### src/rtl/spi_master_shift_if.sv
// Bus-side handshake and SPI pin bundle for spi_master_shift.
// The loopback signal exists only when SPI_MASTER_LOOPBACK_EN is defined.
interface spi_master_shift_if #(
  parameter int unsigned WIDTH = 8,
  parameter int unsigned DIV_W = 8
);
  logic             start;
  logic [WIDTH-1:0] tx_data;
  logic [DIV_W-1:0] div;
  logic             cpol;
  logic             cpha;
  logic             busy;
  logic             done;
  logic [WIDTH-1:0] rx_data;
  logic             sck;
  logic             cs_n;
  logic             mosi;
  logic             miso;
`ifdef SPI_MASTER_LOOPBACK_EN
  logic             loopback;

  modport master (
    output start, tx_data, div, cpol, cpha, miso, loopback,
    input  busy, done, rx_data, sck, cs_n, mosi
  );
  modport slave (
    input  start, tx_data, div, cpol, cpha, miso, loopback,
    output busy, done, rx_data, sck, cs_n, mosi
  );
`else
  modport master (
    output start, tx_data, div, cpol, cpha, miso,
    input  busy, done, rx_data, sck, cs_n, mosi
  );
  modport slave (
    input  start, tx_data, div, cpol, cpha, miso,
    output busy, done, rx_data, sck, cs_n, mosi
  );
`endif
endinterface

### src/rtl/spi_master_shift.sv
// Full-duplex SPI master shift engine, all CPOL/CPHA modes, selectable bit order.
// Optional internal mosi->sampler loopback enabled by SPI_MASTER_LOOPBACK_EN.
module spi_master_shift #(
  parameter int unsigned WIDTH     = 8,
  parameter int unsigned DIV_W     = 8,
  parameter bit          LSB_FIRST = 1'b0
) (
  input logic              clk,
  input logic              rst,
  spi_master_shift_if.slave bus
);
  localparam int unsigned EW = $clog2(2*WIDTH+1);

  typedef enum logic [1:0] {IDLE, LEAD, XFER, TRAIL} state_t;

  state_t           r_state, w_next;
  logic [DIV_W-1:0] r_cnt, r_div;
  logic [EW-1:0]    r_edge;
  logic [WIDTH-1:0] r_tx, r_rx, r_rx_data;
  logic             r_cpha, r_sck, r_done;
  logic             w_hp_end, w_accept, w_edge, w_lead, w_last;
  logic             w_sample, w_shift, w_sin;
  logic             w_busy, w_cs_n, w_mosi;

  assign w_hp_end = (r_cnt == '0);
  assign w_accept = (r_state == IDLE) && bus.start && !r_done;
  assign w_edge   = (r_state == XFER) && w_hp_end;
  // r_edge holds completed edges, so an even count means the next edge is leading
  assign w_lead   = ~r_edge[0];
  assign w_last   = (r_edge == EW'(2*WIDTH-1));
  assign w_sample = w_edge && (w_lead ^ r_cpha);
  assign w_shift  = w_edge && !(w_lead ^ r_cpha) && !(r_cpha ? (r_edge == '0) : w_last);

`ifdef SPI_MASTER_LOOPBACK_EN
  logic r_lb;
  always_ff @(posedge clk) begin
    if (rst)           r_lb <= 1'b0;
    else if (w_accept) r_lb <= bus.loopback;
  end
  assign w_sin = r_lb ? w_mosi : bus.miso;
`else
  assign w_sin = bus.miso;
`endif

  always_ff @(posedge clk) begin
    if (rst) r_state <= IDLE;
    else     r_state <= w_next;
  end

  always_comb begin
    w_next = r_state;
    case (r_state)
      IDLE:  if (w_accept) w_next = LEAD;
      LEAD:  if (w_hp_end) w_next = XFER;
      XFER:  if (w_edge && w_last) w_next = TRAIL;
      TRAIL: if (w_hp_end) w_next = IDLE;
      default: w_next = IDLE;
    endcase
  end

  always_comb begin
    w_busy = 1'b0;
    w_cs_n = 1'b1;
    w_mosi = 1'b0;
    case (r_state)
      LEAD, XFER, TRAIL: begin
        w_busy = 1'b1;
        w_cs_n = 1'b0;
        w_mosi = LSB_FIRST ? r_tx[0] : r_tx[WIDTH-1];
      end
      default: ;
    endcase
  end

  always_ff @(posedge clk) begin
    if (rst) begin
      r_cnt     <= '0;
      r_div     <= '0;
      r_edge    <= '0;
      r_tx      <= '0;
      r_rx      <= '0;
      r_rx_data <= '0;
      r_cpha    <= 1'b0;
      r_sck     <= 1'b0;
      r_done    <= 1'b0;
    end else begin
      r_done <= 1'b0;
      if (r_state == IDLE) begin
        r_sck <= bus.cpol;
        if (w_accept) begin
          r_cnt  <= bus.div;
          r_div  <= bus.div;
          r_tx   <= bus.tx_data;
          r_cpha <= bus.cpha;
          r_edge <= '0;
          r_rx   <= '0;
        end
      end else begin
        r_cnt <= w_hp_end ? r_div : r_cnt - DIV_W'(1);
        if (w_edge) begin
          r_sck  <= ~r_sck;
          r_edge <= r_edge + EW'(1);
        end
        if (w_shift)
          r_tx <= LSB_FIRST ? (r_tx >> 1) : (r_tx << 1);
        if (w_sample)
          r_rx <= LSB_FIRST ? {w_sin, r_rx[WIDTH-1:1]} : {r_rx[WIDTH-2:0], w_sin};
        if (r_state == TRAIL && w_hp_end) begin
          r_done    <= 1'b1;
          r_rx_data <= r_rx;
        end
      end
    end
  end

  assign bus.busy    = w_busy;
  assign bus.done    = r_done;
  assign bus.rx_data = r_rx_data;
  assign bus.sck     = r_sck;
  assign bus.cs_n    = w_cs_n;
  assign bus.mosi    = w_mosi;
endmodule
### src/flat_wrapper.sv
// flat-port wrapper written by rule: the top's interface ports become plain ports
module spi_master_shift_flat 
#(
  parameter int unsigned WIDTH     = 8,
  parameter int unsigned DIV_W     = 8,
  parameter bit          LSB_FIRST = 1'b0
)
  (clk, rst, bus_start, bus_tx_data, bus_div, bus_cpol, bus_cpha, bus_miso, bus_busy, bus_done, bus_rx_data, bus_sck, bus_cs_n, bus_mosi);
  spi_master_shift_if #(.WIDTH(WIDTH), .DIV_W(DIV_W)) bus_i ();
  input logic clk;
  input logic rst;
  input wire logic [$bits(bus_i.start)-1:0] bus_start;
  input wire logic [$bits(bus_i.tx_data)-1:0] bus_tx_data;
  input wire logic [$bits(bus_i.div)-1:0] bus_div;
  input wire logic [$bits(bus_i.cpol)-1:0] bus_cpol;
  input wire logic [$bits(bus_i.cpha)-1:0] bus_cpha;
  input wire logic [$bits(bus_i.miso)-1:0] bus_miso;
  output wire logic [$bits(bus_i.busy)-1:0] bus_busy;
  output wire logic [$bits(bus_i.done)-1:0] bus_done;
  output wire logic [$bits(bus_i.rx_data)-1:0] bus_rx_data;
  output wire logic [$bits(bus_i.sck)-1:0] bus_sck;
  output wire logic [$bits(bus_i.cs_n)-1:0] bus_cs_n;
  output wire logic [$bits(bus_i.mosi)-1:0] bus_mosi;
  assign bus_i.start = bus_start;
  assign bus_i.tx_data = bus_tx_data;
  assign bus_i.div = bus_div;
  assign bus_i.cpol = bus_cpol;
  assign bus_i.cpha = bus_cpha;
  assign bus_i.miso = bus_miso;
  assign bus_busy = bus_i.busy;
  assign bus_done = bus_i.done;
  assign bus_rx_data = bus_i.rx_data;
  assign bus_sck = bus_i.sck;
  assign bus_cs_n = bus_i.cs_n;
  assign bus_mosi = bus_i.mosi;
  spi_master_shift #(.WIDTH(WIDTH), .DIV_W(DIV_W), .LSB_FIRST(LSB_FIRST)) u_core (.clk(clk), .rst(rst), .bus(bus_i));
endmodule
### config.mk
export PLATFORM = sky130hd
export DESIGN_NAME = spi_master_shift_flat
export DESIGN_NICKNAME = d
export VERILOG_FILES = /design/src/rtl/spi_master_shift_if.sv /design/src/rtl/spi_master_shift.sv /design/src/flat_wrapper.sv
export SDC_FILE = /design/constraint.sdc
export NUM_CORES = 1
export LEC_CHECK = 0
export CAP_MARGIN = 20
export CORE_MARGIN = 1.5
export CORE_UTILIZATION = 25
export CTS_CLUSTER_SIZE = 20
export DETAILED_ROUTE_END_ITERATION = 12
export SYNTH_ARGS = -nofsm -noshare
export SYNTH_HDL_FRONTEND = slang
export SYNTH_SLANG_ARGS = --single-unit
export TNS_END_PERCENT = 10
### constraint.sdc
create_clock -name clk -period 2.9 [get_ports clk]
set_input_delay 0.87 -clock clk [delete_from_list [all_inputs] [get_ports clk]]
set_output_delay 0.87 -clock clk [all_outputs]
set_load 0.03 [all_outputs]
Word-level counts from Yosys, hierarchy flattened
Index checks and enable logic that the tools add are counted.
W data, S select, Z words.
{ "totals": {"input_bits": 22, "out_inout_bits": 13, "reg_bits": 50} }
{ "classes": {"n_bitwise": 4, "n_addsub": 2, "mux": 24, "reduce_logical": 25, "n_eq_ne": 8} }
{ "op_table": {"columns": ["cell", "n"], "rows": [
  ["$mux W8", 9],
  ["$mux W5", 3],
  ["$reduce_and A2 Y1", 5],
  ["$logic_and A1 B1 Y1", 8],
  ["$logic_not A8 Y1", 1],
  ["$mux W2", 4],
  ["$pmux W2 S4", 1],
  ["$sub A8 B1 Y8 const B", 1],
  ["$mux W1", 7],
  ["$ne A2 B1 Y1 const B", 3],
  ["$reduce_bool A2 Y1", 3],
  ["$add A5 B1 Y5 const B", 1],
  ["$eq A5 B4 Y1 const B", 1],
  ["$logic_not A5 Y1", 1],
  ["$eq A2 B2 Y1 const B", 2],
  ["$reduce_and A4 Y1", 1],
  ["$logic_not A1 Y1", 3],
  ["$not A1 Y1", 3],
  ["$reduce_or A3 Y1", 1],
  ["$eq A2 B1 Y1 const B", 1],
  ["$logic_not A2 Y1", 1],
  ["$ne A2 B2 Y1 const B", 1],
  ["$reduce_or A2 Y1", 1],
  ["$xor A1 B1 Y1", 1]
]} }

Depth between registers and ports, before layout
Gate-level depths: netlist of run 1.
{ "depth": {"depth_word": 7, "ltp_mapped": 8, "ltp_nobuf": 7} }

Worst setup path after synthesis of run 1
OpenSTA, ideal clock, no wires.
{ "synth_timing": {"path_type": "flip-flop to output port", "from": "register u_core.r_state[0]", "to": "output port bus_mosi", "t_arrival_ns": 1.895, "slack_ns": 0.135, "required_time_ns": 2.030, "stages_incl_launch_ff": 7, "cell_sequence": "dfxtp_1 > inv_1 > ha_1 > clkbuf_1 > clkbuf_1 > clkbuf_1 > nor2b_1"} }
{ "synth_between": {"elab_chain_len": 3} }
{ "synth_lines": {"columns": ["element", "line_no", "text"], "rows": [
  ["from (decl)", "spi_master_shift.sv:16", "state_t r_state, w_next;"],
  ["from (signal assigned)", "spi_master_shift.sv:47", "else r_state <= w_next;"],
  ["$eq A2 B1 Y1 / $eq A2 B2 Y1 (equally long branches)", "spi_master_shift.sv:65", "case (r_state)"],
  ["$reduce_or A3 Y1 *", "spi_master_shift.sv:65", null],
  ["$mux W1 *", "spi_master_shift.sv:65", null],
  ["to (decl)", "flat_wrapper.sv:23", "output wire logic [$bits(bus_i.mosi)-1:0] bus_mosi;"]
]} }
Mark *: on every way between the ends. The rest lies on a longest branch, timed or not.

Worst setup path in the final report of run 1
Ends and elaborated chain as after synthesis.

==> flow_summary_export.csv, run 1 <==
group,metric,value,unit
drt,drt-initial-drc-count,98,
synth,yosys-top-cells-area,"dfxtp_1, mux2i_1, ha_1",
die,core_area,9730,um^2
cts,postCtsHoldBufs,0,
setup_path,crit_path_end,"bus_mosi",
sta,fin_crit_sh,94.1,%
setup_path,path_max_fanout,4,
global_route,grt_max_degree,33,
synth,synth_warnings,0,
global_route,grt_use_total,11.7,%
synth,yosysTopAreaCell,"dfxtp_1",
synth,syn_inst,264,
sta,tns,0,ns
sta,max_clock_freq,0.367,GHz
synth,syn_area_per_cell,9.44,um^2
setup_path,cp_cell_sequence,"inv_1 -> ha_1 -> nor2b_1 -> clkdlybuf4s50_1",
drt,viasPerCell,4.62,
layout,seq_area,1000,um^2
sta,finalMaxSlewViolations,0,
setup_path,crit_path_top_delay_cell,"clkdlybuf4s50_1",
layout,fillers,1038,
drt,wl,5880,um
sta,relSlewSlack,59.9,%
sta,period_minus_slack,2.73,ns
global_route,antenna_found_initial,0,
sta,rsz0062_at_grt,"false",
place,port_buffers,34,
synth,yosysMostFrequentCell,"dfxtp_1",
die,rows,36,
setup_path,critPathArrivalTime,1.86,ns
cts,post-cts-setup-buffers,0,
setup_path,cp-end-kind,"output port",
synth,synth_seq_cells,50,
synth,ys_types,47,
layout,diodes,0,
cts,clkTransAtPathRegs,0.09,ns
synth,syn_nets,295,
die,start_util,25.6,%
global_route,grt_first_pass_wirelength,9670,um
synth,netlist_top_cells_count,"dfxtp_1, nand2_1, a21oi_1, mux2i_1, nor2_1",
status,outcome,"complete, no violations",
synth,async_flop_share,0,%
layout,multi_input_area,1360,um^2
pwr,ir_drop,0.000265,V
setup_path,crit_required,2.03,ns
pwr,p_per_area,880,nW/um^2
setup_path,path_class,"flop to output port",
place,place.gp.congestion,0.828,
run,max_cap_violations,0,
drt,dr.pass1.iters,4,
place,hpwl,4260,um
global_route,gr-total-overflow,0,
setup_path,start_kind,"flop",
place,dp_worst_setup_slack,0.462,ns
die,num_io_pins,35,
setup_path,reg2reg_from,"u_core.r_state[0]$_SDFFE_PP0P_",
drt,drt.antenna.violating_nets,0,
synth,synth-seq-area-share,40.2,%
layout,finalNetCount,325,
cts,cts_sinks,50,
cts,cts_buffers,5,
cts,clockBufferDepth,2,
cts,cts-root-buf,"clkbuf_8",
synth,synth_flop_cell,"dfxtp_1",
drt,drcViolationCount,0,
synth,synth-edff-count,0,
synth,synth_area,2490,um^2
die,die_area,10600,um^2
layout,area_growth,22.9,%
setup_path,slowest_delay,0.69,ns
cts,cts_resized,0,
cts,htree_levels,2,
worst_hold_path,min_path_type,"flop to flop",
die,die_h,103,um
sta,hold_viol,0,
sta,timing.final.ws_setup,0.172,ns
setup_path,r2r_cells,8,
synth,synth.top_cell.area_share,40.2,%
sta,finalClockSkew,0.00531,ns
drt,vias,1978,
pwr,power_leakage,1.19,nW
setup_path,cp-startpoint,"u_core.r_state[0]$_SDFFE_PP0P_",
layout,drive_above_1_share,12.9,%
cts,cts_tree,"built",
setup_path,r2r_end,"u_core.r_tx[3]$_SDFFE_PP0P_",
cts,worstSkewPairLatency,0.30,ns
die,die_w,103,um
setup_path,r2r_slack,0.69,ns
drt,drt-wirelength-per-cell,13.7,um
sta,tightestPinTransition,0.599,ns
global_route,grt_pass1_vias,1958,
sta,setup-violations-final,0,
==> stage by stage <==
| stage | total power [mW] | util [%] | hold slack, ns | cell area [um^2] | cells |
|---|---|---|---|---|---|
| after global routing | 2.88 | 31.5 | 0.489 | 3060 | 428 |
| after CTS | 2.71 | 31.5 | 0.459 | 3060 | 428 |
| after global placement | 2.18 | 30.4 | 0.442 | 2950 | 420 |
| final | 2.70 | 31.5 | 0.456 | 3060 | 428 |
| after detailed placement | 2.21 | 30.4 | 0.445 | 2950 | 420 |
| after floorplan | 1.90 | - | 0.432 | 2490 | 264 |
==> worst min path at each step <==
stage,startpoint,end,slack (ns),depth (start not counted)
after floorplan,u_core.r_div[3]$_SDFFE_PP0P_,u_core.r_div[3]$_SDFFE_PP0P_,0.43,2
after global placement,u_core.r_div[3]$_SDFFE_PP0P_,u_core.r_div[3]$_SDFFE_PP0P_,0.44,2
after detailed placement,u_core.r_div[3]$_SDFFE_PP0P_,u_core.r_div[3]$_SDFFE_PP0P_,0.45,2
after CTS,u_core.r_div[3]$_SDFFE_PP0P_,u_core.r_div[3]$_SDFFE_PP0P_,0.46,2
after global routing,u_core.r_div[1]$_SDFFE_PP0P_,u_core.r_div[1]$_SDFFE_PP0P_,0.49,2
final,u_core.r_div[3]$_SDFFE_PP0P_,u_core.r_div[3]$_SDFFE_PP0P_,0.46,2
==> worst max-delay path: cells and delay by family (launching register included) <==
kind	cells	cell delay, ns
flops	1	0.39
simple gates	1	0.15
fa+ha+maj	1	0.25
buf+inv	2	0.77
==> layout by cell type (no fill, tap or decap), types with 2 or more instances in the layout <==
cell type,count
nor2b_1,4
or3_1,2
clkbuf_8,5
xnor2_1,4
xor2_1,3
ha_1,9
nand2_1,26
nor2_1,14
and3_1,4
inv_1,8
nor3b_1,2
dfxtp_1,50
a31o_2,2
buf_4,8
mux2_2,4
mux2i_1,19
a211oi_2,7
nand4_1,2
o22ai_1,3
o211ai_1,3
a21oi_1,22
clkdlybuf4s50_1,33
a211oi_1,13
o21ai_0,5
nand2b_1,5
a22o_1,8
a21o_2,2
nand3_1,8
==> metal layers <==
| layer | routed length, um | GRT usage (%) | vias to the layer above |
|---|---|---|---|
| met3 | 224 | 2.64 | 5 |
| met2 | 2760 | 20.2 | 36 |
| li1 | - | - | 1007 |
| met1 | 2830 | 14.7 | 930 |
| met4 | 69 | 3.43 | 0 |
| met5 | 0 | 0 | - |
==> area by class of cell <==
cell class	count	share of cell area, %
repair buffers	41	12.7
multi-input cells	187	44.5
clock inverters	2	1.22
flip-flops and latches	50	32.7
clock buffers	6	2.37
well taps	133	5.43
inverters	9	1.10
==> logic make-up after synthesis <==
family	after synthesis	share of synthesized area, %
simple gates	78	17.9
mux	23	9.44
fa+ha+maj	9	4.52
buf+inv	27	5.17
compound gates	70	20.4
flops	50	40.2
xor+xnor	7	2.46
==> power by group <==
part | switching, mW | leakage [nW] | internal, mW | total, mW
sequential | 0.124 | 0.408 | 0.808 | 0.932
combinational | 0.740 | 0.725 | 0.529 | 1.27
clock | 0.238 | 0.0514 | 0.258 | 0.495
==> flip-flops by register name, summed over array words and instances, names as in the netlist <==
signal / cells
u_core.r_div: 8
u_core.r_edge: 5
u_core.r_cpha: 1
u_core.r_cnt: 8
u_core.r_rx: 8
u_core.bus.rx_data: 8
u_core.r_tx: 8
u_core.bus.done: 1
u_core.r_state: 2
u_core.bus.sck: 1
No activity file was read; power rests on OpenSTA's default activity.
==> inputs of run 2 (changes only) <==
Settings changed: CORE_MARGIN 1.5 to unset, SETUP_SLACK_MARGIN set to 0.05, SKIP_CTS_REPAIR_TIMING set to 1.
==> run 2 against run 1 <==
Combinational power about the same. Count of clock-buffer cells in the layout down 1. Wire length down 2.1%.
==> flow_summary_export.csv, run 2 (synthesis gave the netlist of run 1 again) <==
group,metric,value,unit
status,outcome,"complete, no violations",
worst_hold_path,min_path_type,"flop to flop",
setup_path,path_max_fanout,4,
layout,finalNetCount,324,
setup_path,r2r_cells,7,
cts,htree_levels,2,
sta,finalClockSkew,0.00480,ns
global_route,grt_use_total,11.9,%
global_route,grt_pass1_vias,1945,
cts,cts-root-buf,"clkbuf_8",
pwr,power_leakage,1.19,nW
layout,fillers,1038,
pwr,combPwrFrac,46.5,%
drt,drt-initial-drc-count,96,
pwr,swShare,40.6,%
layout,final_area,3060,um^2
sta,hold_viol,0,
sta,timing.final.ws_setup,0.170,ns
cts,cts_buffers,5,
sta,fin_crit_sh,94.1,%
setup_path,start_kind,"flop",
setup_path,crit_required,2.03,ns
layout,drive_above_1_share,12.9,%
sta,max_clock_freq,0.366,GHz
cts,worstSkewPairLatency,0.31,ns
die,die_w,102,um
place,place.gp.congestion,0.853,
drt,drcViolationCount,0,
die,die_area,10400,um^2
pwr,p_sw,1.09,mW
global_route,grt_first_pass_wirelength,9570,um
run,max_cap_violations,0,
drt,wl,5760,um
place,dp_worst_setup_slack,0.461,ns
pwr,p_total,2.69,mW
pwr,seq_power_share,34.5,%
die,num_io_pins,35,
die,rows,36,
drt,viasPerCell,4.56,
setup_path,cp-end-kind,"output port",
setup_path,critPathArrivalTime,1.86,ns
drt,vias,1949,
global_route,grt_max_degree,31,
drt,drt.antenna.violating_nets,0,
pwr,p_int,1.60,mW
sta,hold_ws,0.461,ns
sta,period_minus_slack,2.73,ns
drt,dr.pass1.iters,4,
cts,cts_sinks,50,
place,dpl_cell_area,2950,um^2
layout,diodes,0,
pwr,ir_drop,0.000283,V
die,start_util,25.6,%
die,die_h,102,um
sta,finalMaxSlewViolations,0,
drt,drt-wirelength-per-cell,13.5,um
sta,relSlewSlack,60.0,%
die,core_area,9730,um^2
worst_hold_path,min_path_cells,2,
layout,area_growth,22.9,%
sta,tightestPinTransition,0.598,ns
place,hpwl,4190,um
sta,tns,0,ns
cts,cts_tree,"built",
layout,layout_commonest_cell,"dfxtp_1",
cts,clockBufferDepth,2,
global_route,gr-total-overflow,0,
global_route,antenna_found_initial,0,
sta,rsz0062_at_grt,"false",
pwr,p_per_area,879,nW/um^2
cts,clkTransAtPathRegs,0.10,ns
layout,final_cell_mix,"dfxtp_1, clkdlybuf4s50_1, nand2_1",
sta,setup-violations-final,0,
setup_path,path_class,"flop to output port",
place,port_buffers,34,
pwr,clkPwrFrac,19.0,%
-- run 2: critical path, stage by stage, from the launching register on --
cell	delay, ns
dfxtp_1	0.41
inv_1	0.08
ha_1	0.24
nor2b_1	0.13
clkdlybuf4s50_1	0.69
-- run 2: final cells by class --
cell class                 count  area, um^2  share of cell area, %
inverter                       9        33.8                   1.10
timing repair buffer          40         383                   12.5
tap                          133         166                   5.43
multi-input combinational    187        1360                   44.5
clock inverter                 3        47.5                   1.55
sequential                    50        1000                   32.7
clock buffer                   5        68.8                   2.25
-- run 2: worst paths after layout --
path	startpoint	to	slack [ns]
hold / removal	u_core.r_div[3]$_SDFFE_PP0P_	u_core.r_div[3]$_SDFFE_PP0P_	0.46
hold reg to reg	u_core.r_div[3]$_SDFFE_PP0P_	u_core.r_div[3]$_SDFFE_PP0P_	0.46
setup reg to reg	u_core.r_state[0]$_SDFFE_PP0P_	u_core.r_rx[3]$_SDFFE_PP0P_	0.58
setup / recovery	u_core.r_state[0]$_SDFFE_PP0P_	bus_mosi	0.17
-- run 2: per-layer routing --
layer,GRT usage (%),wire length [um],vias up
met5,0,0,-
met3,1.98,247,8
met4,5.05,97,0
met1,16.0,2820,894
li1,-,-,1003
met2,19.0,2590,44
-- run 2: power groups by stage --
stage          sequential, mW  combinational, mW  clock [mW]
2_1_floorplan           0.913              0.984           0
5_1_grt                 0.948               1.39       0.557
6_report                0.929               1.25       0.512
4_1_cts                 0.926               1.26       0.535
3_3_place_gp            0.939               1.24           0
3_5_place_dp            0.941               1.26           0
-- run 2: stage by stage --
| step | std cells | utilization (%) |
|---|---|---|
| CTS | 427 | 31.5 |
| global placement | 419 | 30.3 |
| global route | 427 | 31.5 |
| floorplan | 264 | - |
| finish | 427 | 31.5 |
| detailed placement | 419 | 30.3 |
